===== config.mk =====
export PLATFORM = sky130hd
export DESIGN_NAME = apb_master
export DESIGN_NICKNAME = d
export VERILOG_FILES = /design/src/rtl/apb_pkg.sv /design/src/rtl/apb_wait_timer.sv /design/src/rtl/apb_master.sv
export SDC_FILE = /design/constraint.sdc
export NUM_CORES = 1
export LEC_CHECK = 0
export CAP_MARGIN = 20
export CORE_MARGIN = 2
export CORE_UTILIZATION = 42
export CTS_CLUSTER_SIZE = 20
export DETAILED_ROUTE_END_ITERATION = 12
export PLACE_DENSITY = 0.95
export REMOVE_ABC_BUFFERS = 1
export SYNTH_ARGS = -nofsm -noshare
export SYNTH_HDL_FRONTEND = slang
export SYNTH_SLANG_ARGS = --single-unit

===== constraint.sdc =====
create_clock -name clk -period 3.4 [get_ports clk]
set_clock_uncertainty 0.1 [all_clocks]
set_input_delay 0.68 -clock clk [delete_from_list [all_inputs] [get_ports clk]]
set_output_delay 0.68 -clock clk [all_outputs]
set_load 0.05 [all_outputs]

===== src/rtl/apb_pkg.sv =====
// Shared APB definitions: transfer FSM state encoding and default widths,
// used by apb_master and apb_slave.
package apb_pkg;

    typedef enum logic [1:0] {
        IDLE   = 2'd0,
        SETUP  = 2'd1,
        ACCESS = 2'd2,
        RESP   = 2'd3
    } state_t;

    localparam int DEFAULT_ADDR_WIDTH     = 8;
    localparam int DEFAULT_DATA_WIDTH     = 8;
    localparam int DEFAULT_TIMEOUT_CYCLES = 16;

endpackage


===== src/rtl/apb_wait_timer.sv =====
// ACCESS wait counter: cleared before ACCESS, counts cycles without pready,
// flags expiry once LIMIT-1 wait cycles have been counted.
module apb_wait_timer #(
    parameter int LIMIT = 16
) (
    input  logic clk,
    input  logic rst_n,
    input  logic clear,
    input  logic tick,
    output logic expired
);

    localparam int CW = (LIMIT > 2) ? $clog2(LIMIT) : 1;

    logic [CW-1:0] count_reg;

    // Expiry is decoded from the counter register only, so pready never
    // reaches an output combinationally through this block.
    assign expired = (count_reg == CW'(LIMIT - 1));

    always_ff @(posedge clk or negedge rst_n) begin
        if (!rst_n) begin
            count_reg <= '0;
        end else if (clear) begin
            count_reg <= '0;
        end else if (tick && !expired) begin
            count_reg <= count_reg + 1'b1;
        end
    end

endmodule


===== src/rtl/apb_master.sv =====
// Single-command APB master: IDLE -> SETUP -> ACCESS -> RESP.
// Optional ACCESS timeout enabled with macro APB_MASTER_TIMEOUT_EN.
module apb_master
    import apb_pkg::*;
#(
    parameter int ADDR_WIDTH     = DEFAULT_ADDR_WIDTH,
`ifdef APB_MASTER_TIMEOUT_EN
    parameter int TIMEOUT_CYCLES = DEFAULT_TIMEOUT_CYCLES,
`endif
    parameter int DATA_WIDTH     = DEFAULT_DATA_WIDTH
) (
    input  logic                  clk,
    input  logic                  rst_n,
    input  logic                  cmd_valid,
    output logic                  cmd_ready,
    input  logic                  cmd_write,
    input  logic [ADDR_WIDTH-1:0] cmd_addr,
    input  logic [DATA_WIDTH-1:0] cmd_wdata,
    input  logic                  cmd_strb,
    output logic                  rsp_valid,
    output logic [DATA_WIDTH-1:0] rsp_rdata,
    output logic                  rsp_err,
    output logic                  psel,
    output logic                  penable,
    output logic                  pwrite,
    output logic [ADDR_WIDTH-1:0] paddr,
    output logic [DATA_WIDTH-1:0] pwdata,
    output logic                  pstrb,
    input  logic [DATA_WIDTH-1:0] prdata,
    input  logic                  pready,
    input  logic                  pslverr
);

    state_t                  state_reg;
    logic [ADDR_WIDTH-1:0]   paddr_reg;
    logic [DATA_WIDTH-1:0]   pwdata_reg;
    logic                    pwrite_reg;
    logic                    pstrb_reg;
    logic [DATA_WIDTH-1:0]   rsp_rdata_reg;
    logic                    rsp_err_reg;
    logic                    timer_expired;

    // Handshake and APB phase signals are pure decodes of the state register,
    // which lets an asynchronous reset drop psel/penable immediately.
    assign cmd_ready = (state_reg == IDLE);
    assign psel      = (state_reg == SETUP) || (state_reg == ACCESS);
    assign penable   = (state_reg == ACCESS);
    assign rsp_valid = (state_reg == RESP);

    assign paddr     = paddr_reg;
    assign pwdata    = pwdata_reg;
    assign pwrite    = pwrite_reg;
    assign pstrb     = pstrb_reg;
    assign rsp_rdata = rsp_rdata_reg;
    assign rsp_err   = rsp_err_reg;

`ifdef APB_MASTER_TIMEOUT_EN
    apb_wait_timer #(
        .LIMIT   (TIMEOUT_CYCLES)
    ) u_wait_timer (
        .clk     (clk),
        .rst_n   (rst_n),
        .clear   (state_reg == SETUP),
        .tick    ((state_reg == ACCESS) && !pready),
        .expired (timer_expired)
    );
`else
    assign timer_expired = 1'b0;
`endif

    always_ff @(posedge clk or negedge rst_n) begin
        if (!rst_n) begin
            state_reg     <= IDLE;
            paddr_reg     <= '0;
            pwdata_reg    <= '0;
            pwrite_reg    <= 1'b0;
            pstrb_reg     <= 1'b0;
            rsp_rdata_reg <= '0;
            rsp_err_reg   <= 1'b0;
        end else begin
            case (state_reg)
                IDLE: begin
                    // The APB address/data registers double as the command capture.
                    if (cmd_valid) begin
                        paddr_reg  <= cmd_addr;
                        pwdata_reg <= cmd_wdata;
                        pwrite_reg <= cmd_write;
                        pstrb_reg  <= cmd_strb;
                        state_reg  <= SETUP;
                    end
                end
                SETUP: begin
                    state_reg <= ACCESS;
                end
                ACCESS: begin
                    if (pready) begin
                        rsp_rdata_reg <= pwrite_reg ? '0 : prdata;
                        rsp_err_reg   <= pslverr;
                        state_reg     <= RESP;
                    end else if (timer_expired) begin
                        rsp_rdata_reg <= '0;
                        rsp_err_reg   <= 1'b1;
                        state_reg     <= RESP;
                    end
                end
                RESP: begin
                    state_reg <= IDLE;
                end
                default: begin
                    state_reg <= IDLE;
                end
            endcase
        end
    end

endmodule


-- Yosys cells after proc, flatten, opt, wreduce, memory -nomap -nowiden
Cells that the tools add are included.
- reduce and logical (&&, ||, !) cells: 5
- muxes and demuxes: 4
- $mul: 0
- shifts and indexed selects: 0
- $add $sub $neg: 0
- eq/ne operators: 5
- div/mod/pow operators: 0
- order comparisons: 0
- bitwise logic cells: 0
- operators with widths (operator ; number):
    2-to-1 mux 8 bit ; 1
    one-hot mux 2 bit (4 select lines) ; 1
    AND reduction 2 bit ; 3
    == test 2 bit, second input constant ; 2
    2-to-1 mux 2 bit ; 2
    == test 2 x 1 -> 1 bit, second input constant ; 1
    zero test 2 bit ; 1
    inequality test 2 x 1 -> 1 bit, second input constant ; 1
    inequality test 2 bit, second input constant ; 1
    logical OR 1 bit ; 1
- register bits: 29
- bits in read-only memories: 0
- bits of input ports: 31
- word-level logic and storage cells: 21
- output and inout port bits: 31
- memories: 0
- bits in latches: 0
- RAM bits: 0

-- Logic depth before layout (Yosys ltp)
- depth in word-level cells: 3
- mapped depth: 6
- depth with buffers taken out: 5

-- Worst setup path after synthesis
No wires, ideal clock.
- path type: flip-flop to flip-flop
- from: reg state_reg[0]
- to: reg paddr_reg[4] (netlist: paddr[4])
- required time: 3175 ps
- arrival time: 1668 ps
- setup slack: 1507 ps
- period minus slack after synthesis: 1893 ps
- library setup time: 125 ps
- stages on the path, launching flop included: 6
- buffers on the path: 1
- cells stage by stage: dfrtp_1 > inv_1 > ha_1 > nand2_4 > buf_6 > mux2_4
- word-level cells in the longest chain between the ends: 2
- RTL lines (element ; line ; RTL):
    start: declaration ; apb_master.sv:34 ; state_t state_reg;
    start signal: assignment ; apb_master.sv:73 ; state_reg <= IDLE;
    start signal: assignment ; apb_master.sv:89 ; state_reg <= SETUP;
    start signal: assignment ; apb_master.sv:93 ; state_reg <= ACCESS;
    zero test 2 bit ; -- ;
    named net cmd_ready ; apb_master.sv:15 ; output logic cmd_ready,
    AND reduction 2 bit (no line) ; -- ;
    end signal: assignment ; apb_master.sv:85 ; paddr_reg <= cmd_addr;
    end: declaration ; apb_master.sv:35 ; logic [ADDR_WIDTH-1:0] paddr_reg;
The timed path passes the listed nets, and every way through them passes these cells.
A chain may end at the register's enable or synchronous reset.

-- Final worst setup path
- from: reg state_reg[0]
- to: out cmd_ready
- word-level cells in the longest chain between the ends: 1
- RTL lines (element ; line ; RTL):
    zero test 2 bit ; apb_master.sv:45 ; assign cmd_ready = (state_reg == IDLE);
    end: declaration ; apb_master.sv:15 ;
Every way passes these cells.

==> flow_metrics.env <==
export IMPL_drt_iter0_drc=6
export IMPL_clkSinkCount=29
export IMPL_finalSetupViolations=0
export IMPL_cts_tree="done"
export IMPL_seq_area_sq_um=725.7
export IMPL_post_dp_hpwl_mm=2.183
export IMPL_slew_headroom=0.6495
export IMPL_diodes=0
export IMPL_io_buffers=61
export IMPL_cap_violations=0
export IMPL_dp_cells=178
export IMPL_ios=62
export IMPL_min_period_ns=2.750
export IMPL_drc=0
export IMPL_ys_seq_area_frac=0.5937
export IMPL_dr_pass1_iters=6
export IMPL_postCtsHoldBufs=0
export IMPL_postCtsSetupBuffers=0
export IMPL_ys_ff_latch=29
export IMPL_syn_area_sq_um=1222
export IMPL_areaGrowthSynthToFinish_pct=58.14
export IMPL_route_antenna_remaining_nets=0
export IMPL_wl_per_cell_um=15.35
export IMPL_root_buffer="clkbuf_4"
export IMPL_hp_class="reg -> reg"
export IMPL_core_sq_um=2758
export IMPL_initial_core_util=0.4433
export IMPL_fillers=213
export IMPL_hold_depth=2
export IMPL_crit_type="reg -> out"
export IMPL_avgSynthCellArea_sq_um=14.05
export IMPL_gp_congestion=0.6762
export IMPL_netlist_cell_type_count=14
export IMPL_grt_pass1_wl_mm=4.609
export IMPL_critPathMaxFanout=4
export IMPL_worst_endpoint_arrival_ns=1.97
export IMPL_placementRows=19
export IMPL_routed_wl_mm=2.856
export IMPL_max_freq_mhz=363.6
export IMPL_grt_overflow_total=0
export IMPL_stdcell_count=186
export IMPL_grt_start_max_net_pins=30
export IMPL_vias=890
export IMPL_maxSlewViolCount=0
export IMPL_die_h_um=57.95
export IMPL_setup_tns_ns=0
export IMPL_startpoint_type="flop"
export IMPL_cts_resized=0
export IMPL_multiInputGateArea_sq_um=469.2
export IMPL_required_ns=2.62
export IMPL_final_net_count=189
export IMPL_netlist_instances=87
export IMPL_grt_antenna_before_repair=0
export IMPL_grt_setup_unrepaired="no"
export IMPL_grtUsageTotal=0.1954
export IMPL_crit_path_end_kind="output pin"
export IMPL_clkLatencyLatePin_ns=0.32
export IMPL_grt_pass1_vias=999
export IMPL_die_w_um=57.95
export IMPL_status="finished, final reports clean"
export IMPL_hold_viol=0
export IMPL_worstMarginPinSlew_ns=0.5241
export IMPL_period_share=0.8089
export IMPL_cts_inserted_buffers=5
export IMPL_die_area_sq_um=3358
export IMPL_cts_buffer_depth=2
export IMPL_drive_gt1_frac=0.1935
export IMPL_viasPerCell=4.785
export IMPL_clk_pin_slew_ns=0.09
export IMPL_synth_warnings=0
export IMPL_cts_htree_levels=2
export IMPL_r2r_cells=5
## through the flow
| stage | cell area, sq um | util | setup WS (ns) | hold WS (ns) |
|---|---|---|---|---|
| after global routing | 1933 | 0.7010 | 0.5566 | 0.4298 |
| after global placement | 1863 | 0.6756 | 1.080 | 0.3615 |
| after floorplan | 1206 | - | 1.520 | 0.2844 |
| after detailed placement | 1863 | 0.6756 | 0.9787 | 0.3701 |
| after CTS | 1933 | 0.7010 | 0.6205 | 0.3913 |
| final | 1933 | 0.7010 | 0.6496 | 0.3837 |
## cell usage in the layout (no fill, tap or decap)
cell type        count
a21oi_1              1
o32a_1               1
nand2_1              9
mux2_4              10
ha_1                 4
clkbuf_8             2
buf_4                1
dfrtp_1             29
o21ai_0              8
clkdlybuf4s50_1     61
nand2_4              1
nand2b_1             8
inv_1                3
clkinv_2             1
clkbuf_4             5
mux2_2              10
nor2b_1              1
## worst max-delay path, stage by stage, from the launching register on
cell	delay, ns
dfrtp_1	0.41
inv_1	0.12
ha_1	0.28
clkdlybuf4s50_1	0.85
## layer usage
layer	vias up	global-route usage	wire length, um
li1	425	-	-
met2	48	0.3312	1445
met3	2	0.1049	329
met5	-	0	0
met1	415	0.1971	1057
met4	0	0.08970	25
## worst paths after layout
check                      slack (ns)                       end                startpoint
setup / recovery                 0.65                 cmd_ready  state_reg[0]$_DFFE_PN0P_
hold / removal                   0.38  rsp_rdata[5]$_DFFE_PN0P_  rsp_rdata[5]$_DFFE_PN0P_
setup reg to reg                 1.77  state_reg[1]$_DFFE_PN0P_  state_reg[0]$_DFFE_PN0P_
hold reg to reg                  0.38  rsp_rdata[5]$_DFFE_PN0P_  rsp_rdata[5]$_DFFE_PN0P_
max in group asynchronous        2.30  rsp_rdata[5]$_DFFE_PN0P_                     rst_n
min in group asynchronous        0.63     pwdata[2]$_DFFE_PN0P_                     rst_n
## area by class of cell
type,instances,area share
inverters,3,0.005825
flip-flops and latches,29,0.3754
clock buffers,7,0.03366
multi-input cells,53,0.2427
well taps,31,0.02006
clock inverters,1,0.002589
repair buffers,62,0.3197
## cell families (layout without fill, tap and decap cells)
family                     after synthesis  in the layout  synth area share
adders and majority gates                4              4           0.04094
buffers and inverters                    5             73           0.02251
DFF                                     29             29            0.5937
and+or+nand+nor                         19             19           0.08291
muxes                                   20             20            0.2149
AOI/OAI and AO/OA                       10             10           0.04503
## cell usage after synthesis
cell | instances | area [sq um]
nor2b_1 | 1 | 6.260
dfrtp_1 | 29 | 725.7
nand2_1 | 9 | 33.78
ha_1 | 4 | 50.05
nand2b_1 | 8 | 50.05
mux2_2 | 10 | 112.6
o32a_1 | 1 | 10.01
mux2_4 | 10 | 150.1
buf_2 | 1 | 5.000
inv_1 | 3 | 11.26
a21oi_1 | 1 | 5.000
buf_6 | 1 | 11.26
o21ai_0 | 8 | 40.04
nand2_4 | 1 | 11.26
Power is not shown: default switching activity piles up to over one toggle a cycle in this logic, so the estimate is an artifact.
